### src/rtl/frequency_modulator.sv
// NCO-based FM modulator: integrates signed frequency words into a phase
// and maps it through a quarter-wave sine ROM to a constant-envelope I/Q pair.
module frequency_modulator #(
    parameter int IN_W     = 12,
    parameter int OUT_W    = 12,
    parameter int PHASE_W  = 16,
    parameter int SHIFT    = 4,
    parameter int LUT_BITS = 6
) (
    input  logic                    clk,
    input  logic                    rst_n,
    input  logic signed [IN_W-1:0]  in,
    input  logic                    in_valid,
    output logic                    in_ready,
    output logic signed [OUT_W-1:0] out_i,
    output logic signed [OUT_W-1:0] out_q,
    output logic                    out_valid,
    input  logic                    out_ready
);

    localparam int  N   = 2 ** LUT_BITS;
    localparam int  AMP = 2 ** (OUT_W - 1) - 1;
    localparam real PI  = 3.14159265358979323846;

    if (IN_W + SHIFT > PHASE_W) begin : g_bad_width
        $error("frequency_modulator: IN_W+SHIFT must not exceed PHASE_W");
    end

    // Quarter-wave table, entries 0..N inclusive so the cosine lookup
    // R[N-idx] never needs a special case at idx=0.
    logic [OUT_W-1:0] rom [0:N];

    for (genvar j = 0; j <= N; j++) begin : g_rom
        localparam real ANG = j * PI / (2.0 ** (LUT_BITS + 1));
        localparam int  VAL = $rtoi(real'(AMP) * $sin(ANG) + 0.5);
        assign rom[j] = OUT_W'(VAL);
    end

    logic               en;
    logic               take;
    logic [PHASE_W-1:0] inc;

    assign en       = out_ready | ~out_valid;
    assign in_ready = rst_n & en;
    assign take     = in_valid & in_ready;
    assign inc      = PHASE_W'(in) << SHIFT;

    logic               v0;
    logic [PHASE_W-1:0] inc0;
    logic [PHASE_W-1:0] acc;
    logic               v1;
    logic [1:0]         quad1;
    logic [LUT_BITS-1:0] idx1;
    logic               v2;
    logic [1:0]         quad2;
    logic signed [OUT_W-1:0] s2;
    logic signed [OUT_W-1:0] c2;

    logic [LUT_BITS:0]  sidx;
    logic [LUT_BITS:0]  cidx;
    logic signed [OUT_W-1:0] map_i;
    logic signed [OUT_W-1:0] map_q;

    assign sidx = {1'b0, idx1};
    assign cidx = (LUT_BITS + 1)'(N) - sidx;

    always_comb begin
        map_i = c2;
        map_q = s2;
        unique case (quad2)
            2'd0: begin map_i = c2;  map_q = s2;  end
            2'd1: begin map_i = -s2; map_q = c2;  end
            2'd2: begin map_i = -c2; map_q = -s2; end
            2'd3: begin map_i = s2;  map_q = -c2; end
        endcase
    end

    // Phase for a sample is the accumulator value before its own increment.
    always_ff @(posedge clk) begin
        if (!rst_n) begin
            v0        <= 1'b0;
            inc0      <= '0;
            acc       <= '0;
            v1        <= 1'b0;
            quad1     <= '0;
            idx1      <= '0;
            v2        <= 1'b0;
            quad2     <= '0;
            s2        <= '0;
            c2        <= '0;
            out_valid <= 1'b0;
            out_i     <= '0;
            out_q     <= '0;
        end else if (en) begin
            v0 <= take;
            if (take) begin
                inc0 <= inc;
            end
            v1 <= v0;
            if (v0) begin
                acc   <= acc + inc0;
                quad1 <= acc[PHASE_W-1 -: 2];
                idx1  <= acc[PHASE_W-3 -: LUT_BITS];
            end
            v2 <= v1;
            if (v1) begin
                quad2 <= quad1;
                s2    <= rom[sidx];
                c2    <= rom[cidx];
            end
            out_valid <= v2;
            if (v2) begin
                out_i <= map_i;
                out_q <= map_q;
            end
        end
    end

endmodule

### config.mk
export PLATFORM = sky130hd
export DESIGN_NAME = frequency_modulator
export DESIGN_NICKNAME = d
export VERILOG_FILES = /design/src/rtl/frequency_modulator.sv
export SDC_FILE = /design/constraint.sdc
export NUM_CORES = 1
export LEC_CHECK = 0
export CAP_MARGIN = 20
export CORE_AREA = 5 5 92 180
export CTS_CLUSTER_SIZE = 30
export DETAILED_ROUTE_END_ITERATION = 7
export DIE_AREA = 0 0 97 185
export HOLD_SLACK_MARGIN = 0.1
export REMOVE_ABC_BUFFERS = 1
export SLEW_MARGIN = 40
export SYNTH_ARGS = -nofsm -noshare
export SYNTH_HDL_FRONTEND = slang
export SYNTH_SLANG_ARGS = --single-unit
### constraint.sdc
create_clock -name clk -period 7.9 [get_ports clk]
set_clock_uncertainty 0.2 [all_clocks]
set_input_delay 2.37 -clock clk [delete_from_list [all_inputs] [get_ports clk]]
set_output_delay 2.37 -clock clk [all_outputs]
set_load 0.02 [all_outputs]
==> qor.yml, run 1 <==
run_status:
  outcome: "finished, final reports clean"
synth:
  synth_top_family_by_area: "compound AO/OA/AOI/OAI gates"
  muxShareOfSynthArea: 0.04735
  yosys.area_share.simple: 0.2176
  synth_xor_area_frac: 0.04678
  yosysMostFrequentCell: "nand2_1"
  yosysWarnings: 0
  synth_edf_count: 0
  ys_ff_latch: 84
  yosysSeqAreaShare: 0.2545
  synth_cell_types: 79
  synth_compound_area_frac: 0.3027
  synthTopCellsByArea: "dfxtp_1 25%, nand2_1 8.4%, o21ai_0 6.1%, ha_1 5.5%, a21oi_1 4.5%"
  synth_top_area_cell: "dfxtp_1"
  synth_top_area_share: 0.2545
  postSynthCellCount: 878
  synth_area_um2: 6606
  syn_avg_cell_area_um2: 7.524
  async_flop_share: 0
  synth_fa_ha_area_frac: 0.06098
  ys_top_cells_by_count: "147 x nand2_1, 84 x dfxtp_1, 80 x o21ai_0, 59 x a21oi_1, 54 x nor2_1"
  synth_flop_cell: "dfxtp_1"
hold_path:
  holdPathStages: 2
  min_path_type: "reg2reg"
  whs_endpoint: "out_q[11]$_SDFFE_PN0P_"
  hold_start: "out_q[11]$_SDFFE_PN0P_"
global_routing:
  grt_pass1_wl_mm: 31.79
  grt-ovfl-total: 0
  antenna_found_initial: 0
  grt_max_degree: 54
  grt_pass1_vias: 6138
  track_usage: 0.2128
final_layout:
  areaGrowthSynthToFinish_pct: 10.36
  drive_gt1_frac: 0.07621
  nets: 908
  num_antenna_cells: 0
  fin_util: 0.4817
  fin_cells: 1064
pwr:
  ir_drop_v: 0.0001045
  p_leak_nw: 2.635
  switchingPower_uw: 295.3
  sequentialPowerShare: 0.435
  power_frac_comb: 0.157
  p_int_uw: 752.1
  pwr-share-clk: 0.408
  p_sw_frac: 0.2819
  powerDensity_nw_per_um2: 143.7
critical_path:
  worst-path-max-fanout: 10
  r2r_cells: 11
  endpoint_kind: "output port"
  critPathLaunchType: "primary input"
  critPathRequiredTime_ns: 5.33
  regToRegSetupSlack_ns: 4.17
  critPathKind: "in2out"
  r2r-start: "idx1[1]$_SDFFE_PN0P_"
  crit_start: "out_ready"
  r2r_end: "c2[4]$_SDFFE_PN0P_"
  cp.arrival_ns: 3.90
clock_network:
  clock_latency_ns: 0.34
  cts_hold_buf: 0
  cts_tree: "done"
  cts_sinks: 84
  clock_path_buffers: 2
  htreeDepth: 3
  postCtsSetupBuffers: 0
  cts_buffers: 9
  cts.repair.resized: 0
  clk_pin_slew_ns: 0.06
  root_buffer: "clkbuf_16"
timing:
  slew_viol_final: 0
  min_period_over_period: 0.8192
  slew_headroom: 0.4903
  fin_crit_ns: 6.472
  grt_setup_unrepaired: "no"
  tns_ns: 0
  hold_viol_final: 0
  worstMarginPinSlew_ns: 0.7646
  fmax_mhz: 154.5
  setup_viol: 0
detailed_routing:
  vias: 6420
  drt-initial-drc-count: 512
  drt-total-wl_mm: 19.26
  route.detailed.drc: 0
  via_per_inst: 6.034
  post_drt_wl_per_cell_um: 18.11
  drtAntennaViolNets: 0
  firstDrtPassIters: 5
floorplan:
  die_y_um: 185
  die-width_um: 97
  num_io_pins: 42
  core-area_um2: 15130
  row_count: 64
  die-area_um2: 17950
  initial_utilization: 0.4365
placed_design:
  io_buffers: 41
  dp_hpwl_mm: 13.37
  place.gp.congestion: 0.8964
  dp_cells: 1048
job:
  maxCapViolations: 0
==> through the flow <==
step	power [mW]	hold slack [ns]	worst slack, ns	area, um2
floorplan	0.5700	0.2403	2.492	6215
global placement	0.6241	0.2264	1.474	6982
detailed placement	0.6266	0.2310	1.455	6989
CTS	1.054	0.2395	1.455	7288
global route	1.095	0.2739	1.326	7291
finish	1.047	0.2338	1.428	7291
==> worst max path at each step <==
stage,to,slack (ns),cells past startpoint
after global routing,in_ready,1.33,4
after floorplan,in_ready,2.49,2
after global placement,in_ready,1.47,4
after detailed placement,in_ready,1.46,4
final,in_ready,1.43,4
after CTS,in_ready,1.45,4
==> metal layers <==
layer  up-vias  track usage  wire, um
li1       3158            -         -
met1      2984       0.2702      8172
met2       234       0.3596      9424
met3        44      0.03279      1113
met4         0      0.08830       553
met5         -            0         0
==> cell families after synthesis <==
logic type / after synthesis
simple gates: 308
compound gates: 300
buf+inv: 103
flops: 84
xor+xnor: 31
fa+ha+maj: 31
mux: 21
==> power by group through the flow <==
stage                     clock [mW]  combinational, mW  sequential [mW]
final                          0.428              0.164            0.456
after global routing           0.456              0.182            0.457
after CTS                      0.436              0.163            0.456
after detailed placement           0              0.162            0.465
after global placement             0              0.159            0.465
after floorplan                    0              0.107            0.463
==> layout by cell type (no fill, tap or decap), types with 23 or more instances in the layout <==
cell               n
a21boi_0          27
a21oi_1           59
clkdlybuf4s50_1   40
dfxtp_1           83
ha_1              29
nand2_1          146
nand3_1           25
nor2_1            54
nor3_1            23
o21ai_0           80
==> sequential cells by signal, indices dropped and copies added (netlist names) <==
name and cells:
acc 12, c2 11, idx1 6, inc0 12, out_i 12, out_q 12, out_valid 1, quad1 2
quad2 2, s2 11, v0 1, v1 1, v2 1
==> critical path: stages <==
cell	delay, ns
clkdlybuf4s50_1	0.46
nand2b_1	0.30
and2_1	0.17
clkdlybuf4s50_1	0.60
==> cell type report <==
| class | instances | area, um2 |
|---|---|---|
| inverters | 19 | 71.32 |
| fillers | 1548 | 7844 |
| well taps | 198 | 247.7 |
| clock inverters | 7 | 73.82 |
| clock buffers | 9 | 225.2 |
| flip-flops and latches | 84 | 1683 |
| repair buffers | 56 | 518.0 |
| multi-input cells | 691 | 4472 |
(Power assumes the default switching activity.)
==> run 2: changes to the inputs <==
Clock period 7.9 ns to 6.45 ns, I/O delays scaled along.
==> qor.yml, run 2 (synthesis gave the netlist of run 1 again) <==
run_status:
  outcome: "finished, final reports clean"
placed_design:
  place.gp.congestion: 0.9557
  io_buffers: 41
  dp_hpwl_mm: 13.44
  dp_cells: 1047
floorplan:
  row_count: 64
  num_io_pins: 42
  die-area_um2: 17950
  core-area_um2: 15130
  die-width_um: 97
  die_y_um: 185
  initial_utilization: 0.4365
hold_path:
  min_path_type: "reg2reg"
  holdPathStages: 2
pwr:
  ir_drop_v: 0.0001355
  total_power_mw: 1.256
  powerDensity_nw_per_um2: 172.7
  p_leak_nw: 2.621
timing:
  worstMarginPinSlew_ns: 0.7592
  min_period_over_period: 0.8662
  fin_crit_ns: 5.587
  fmax_mhz: 179.0
  setup_viol: 0
  grt_setup_unrepaired: "no"
  slew_headroom: 0.4935
  tns_ns: 0
  hold_slack_ns: 0.2347
  slew_viol_final: 0
  hold_viol_final: 0
detailed_routing:
  post_drt_wl_per_cell_um: 18.34
  drtAntennaViolNets: 0
  via_per_inst: 6.100
  firstDrtPassIters: 5
  drt-total-wl_mm: 19.50
  vias: 6484
  drt-initial-drc-count: 657
  route.detailed.drc: 0
final_layout:
  num_antenna_cells: 0
  layout_common_cells: "146 x nand2_1, 83 x dfxtp_1, 80 x o21ai_0, 59 x a21oi_1, 54 x nor2_1"
  drive_gt1_frac: 0.07514
  fin_cells: 1063
  layout_commonest_cell: "nand2_1"
  areaGrowthSynthToFinish_pct: 10.04
  nets: 907
critical_path:
  cp.arrival_ns: 3.45
  max_stage_delay_ns: 0.60
  regToRegSetupSlack_ns: 2.81
  critPathLaunchType: "primary input"
  critPathKind: "in2out"
  worst-path-max-fanout: 10
  critPathSlowestCell: "clkdlybuf4s50_1"
  critPathMostFrequentCell: "clkdlybuf4s50_1"
  crit_path_cell_trace: "clkdlybuf4s50_1 -> nand2b_1 -> and2_1 -> clkdlybuf4s50_1"
  critPathRequiredTime_ns: 4.32
  endpoint_kind: "output port"
  r2r_cells: 9
global_routing:
  grt_pass1_vias: 5896
  grt-ovfl-total: 0
  track_usage: 0.2112
  grt_pass1_wl_mm: 31.25
  antenna_found_initial: 0
  grt_max_degree: 58
clock_network:
  clock_path_buffers: 2
  htreeDepth: 3
  cts_buffers: 9
  cts_hold_buf: 0
  root_buffer: "clkbuf_16"
  clock_latency_ns: 0.34
  clk_pin_slew_ns: 0.06
  postCtsSetupBuffers: 0
  cts_sinks: 84
  cts_tree: "done"
  cts.repair.resized: 0
job:
  maxCapViolations: 0
[run 2: stage by stage]
step                      worst slack [ns]  area (um2)    util
after floorplan                      1.912        6215       -
after global routing                0.7565        7269  0.4803
final                               0.8629        7269  0.4803
after global placement              0.8893        6974  0.4608
after CTS                           0.8672        7267  0.4802
after detailed placement            0.8669        6982  0.4613
[run 2: final cells by class]
| class | count | area [um2] |
|---|---|---|
| Inverter | 19 | 71.32 |
| Multi-Input combinational cell | 691 | 4472 |
| Timing Repair Buffer | 55 | 510.5 |
| Tap cell | 198 | 247.7 |
| Sequential cell | 84 | 1683 |
| Fill cell | 1543 | 7865 |
| Clock inverter | 6 | 46.29 |
| Clock buffer | 10 | 239.0 |
[run 2: critical path: cells and delay by family]
family	cells	cell delay, ns
simple gates	2	0.45
buf+inv	2	1.06
[run 2: power breakdown]
| group | internal [mW] | switching [mW] | total, mW |
|---|---|---|---|
| clock network | 0.276 | 0.223 | 0.499 |
| logic | 0.0804 | 0.118 | 0.198 |
| registers | 0.537 | 0.0219 | 0.559 |
| total | 0.893 | 0.363 | 1.26 |
[run 2: path summary, 6_finish.rpt]
| kind | from | end |
|---|---|---|
| worst max-delay path | out_ready | in_ready |
| worst min-delay path | out_q[11]$_SDFFE_PN0P_ | out_q[11]$_SDFFE_PN0P_ |
| worst max register to register | idx1[2]$_SDFFE_PN0P_ | c2[1]$_SDFFE_PN0P_ |
| worst min register to register | out_q[11]$_SDFFE_PN0P_ | out_q[11]$_SDFFE_PN0P_ |
[run 2: metal layers]
layer / vias up / track usage / part of all wire
met2: 233 / 0.3547 / 0.49
met4: 0 / 0.08099 / 0.031
li1: 3158 / - / -
met1: 3045 / 0.2746 / 0.43
met3: 48 / 0.02940 / 0.056
met5: - / 0 / 0
==> run 3: changes to the inputs <==
Settings changed: GPL_TIMING_DRIVEN from default to 0.
==> qor.yml, run 3 (synthesis gave the netlist of run 1 again) <==
run_status:
  outcome: "finished, final reports clean"
floorplan:
  core-area_um2: 15130
  die-width_um: 97
  row_count: 64
  die_y_um: 185
  initial_utilization: 0.4365
  die-area_um2: 17950
  num_io_pins: 42
timing:
  slew_viol_final: 0
  grt_setup_unrepaired: "no"
  fmax_mhz: 179.1
  min_period_over_period: 0.8655
  hold_viol_final: 0
  setup_viol: 0
  worstMarginPinSlew_ns: 0.8092
  slew_headroom: 0.4606
  fin_crit_ns: 5.583
clock_network:
  cts.repair.resized: 0
  root_buffer: "clkbuf_16"
  cts_hold_buf: 0
  clock_latency_ns: 0.34
  htreeDepth: 3
  clk_pin_slew_ns: 0.06
  postCtsSetupBuffers: 0
  cts_tree: "done"
  clock_path_buffers: 2
  cts_sinks: 84
  cts_buffers: 9
final_layout:
  fin_util: 0.4787
  drive_gt1_frac: 0.07377
  layout_commonest_cell: "nand2_1"
  areaGrowthSynthToFinish_pct: 9.659
  fin_cells: 1052
  layout_common_cells: "147 x nand2_1, 80 x o21ai_0, 77 x dfxtp_1, 59 x a21oi_1, 54 x nor2_1"
  nets: 896
  num_antenna_cells: 0
critical_path:
  cp.arrival_ns: 3.45
  max_stage_delay_ns: 0.60
  worst-path-max-fanout: 10
  r2r_end: "c2[4]$_SDFFE_PN0P_"
  crit_start: "out_ready"
  critPathKind: "in2out"
  r2r-start: "idx1[1]$_SDFFE_PN0P_"
  regToRegSetupSlack_ns: 1.91
  critPathLaunchType: "primary input"
  crit_path_cell_trace: "clkdlybuf4s50_1 -> nand2b_1 -> and2_1 -> clkdlybuf4s50_1"
  critPathRequiredTime_ns: 4.32
  r2r_cells: 9
  endpoint_kind: "output port"
  critPathSlowestCell: "clkdlybuf4s50_1"
  endpoint: "in_ready"
  critPathMostFrequentCell: "clkdlybuf4s50_1"
global_routing:
  grt_pass1_vias: 5873
  antenna_found_initial: 0
  grt-ovfl-total: 0
  grt_pass1_wl_mm: 30.88
  track_usage: 0.2094
  grt_max_degree: 53
detailed_routing:
  post_drt_wl_per_cell_um: 18.03
  drt-total-wl_mm: 18.97
  drt-initial-drc-count: 513
  firstDrtPassIters: 5
  route.detailed.drc: 0
  vias: 6463
  via_per_inst: 6.144
  drtAntennaViolNets: 0
hold_path:
  min_path_type: "reg2reg"
  hold_start: "out_q[11]$_SDFFE_PN0P_"
placed_design:
  dp_hpwl_mm: 13.12
  io_buffers: 41
  dp_cells: 1036
  place.gp.congestion: 0.9227
pwr:
  powerDensity_nw_per_um2: 173.4
  p_int_uw: 892.1
  sequentialPowerShare: 0.446
  pwr-share-clk: 0.399
  p_leak_nw: 2.592
  switchingPower_uw: 363.9
  ir_drop_v: 0.0001228
  total_power_mw: 1.256
  p_sw_frac: 0.2897
  power_frac_comb: 0.155
job:
  maxCapViolations: 0
## run 3: cell count changes in the layout (fill, tap and decap cells not counted), moves of 2 or more
cell,change
buf_12,+2
buf_4,-12
dfxtp_1,-6
dfxtp_2,+3
dfxtp_4,+3
xnor2_1,-2
xnor2_2,+2
## run 3: routing by layer
metal  global-route usage  part of all wire
met1               0.2828              0.44
met2               0.3403              0.48
met3              0.02639             0.048
met4              0.08211             0.035
met5                    0                 0
## run 3: stage by stage
stage | worst slack [ns] | cell area (um2) | hold WS (ns) | TNS (ns)
floorplan | 1.912 | 6215 | 0.2403 | 0
global placement | -0.7568 | 6873 | 0.2266 | -0.7568
detailed placement | 0.8571 | 6958 | 0.2284 | 0
CTS | 0.8579 | 7242 | 0.2369 | 0
global route | 0.8134 | 7244 | 0.2642 | 0
finish | 0.8674 | 7244 | 0.2327 | 0
## run 3: how the worst min path moves through the flow
stage,end,slack [ns],cells past startpoint
finish,out_q[11]$_SDFFE_PN0P_,0.23,2
global route,out_q[11]$_SDFFE_PN0P_,0.26,2
detailed placement,out_q[11]$_SDFFE_PN0P_,0.23,2
CTS,out_q[11]$_SDFFE_PN0P_,0.24,2
floorplan,inc0[10]$_SDFFE_PN0P_,0.24,2
global placement,out_q[11]$_SDFFE_PN0P_,0.23,2
## run 3: layout make-up
cell class | instances | area (um2)
Fill cell | 1541 | 7890
Multi-Input combinational cell | 691 | 4488
Sequential cell | 84 | 1698
Timing Repair Buffer | 44 | 455.4
Tap cell | 198 | 247.7
Clock buffer | 10 | 239.0
Inverter | 19 | 71.32
Clock inverter | 6 | 45.04
## run 3: power groups by stage
| stage | logic, mW | clock network, mW | registers [mW] |
|---|---|---|---|
| floorplan | 0.131 | 0 | 0.567 |
| global placement | 0.188 | 0 | 0.573 |
| detailed placement | 0.193 | 0 | 0.572 |
| CTS | 0.193 | 0.513 | 0.560 |
| global route | 0.216 | 0.539 | 0.562 |
| finish | 0.195 | 0.501 | 0.560 |
## run 3: critical path: cells and delay by family
kind,cells,cell delay (ns)
buf+inv,2,1.07
simple gates,2,0.44
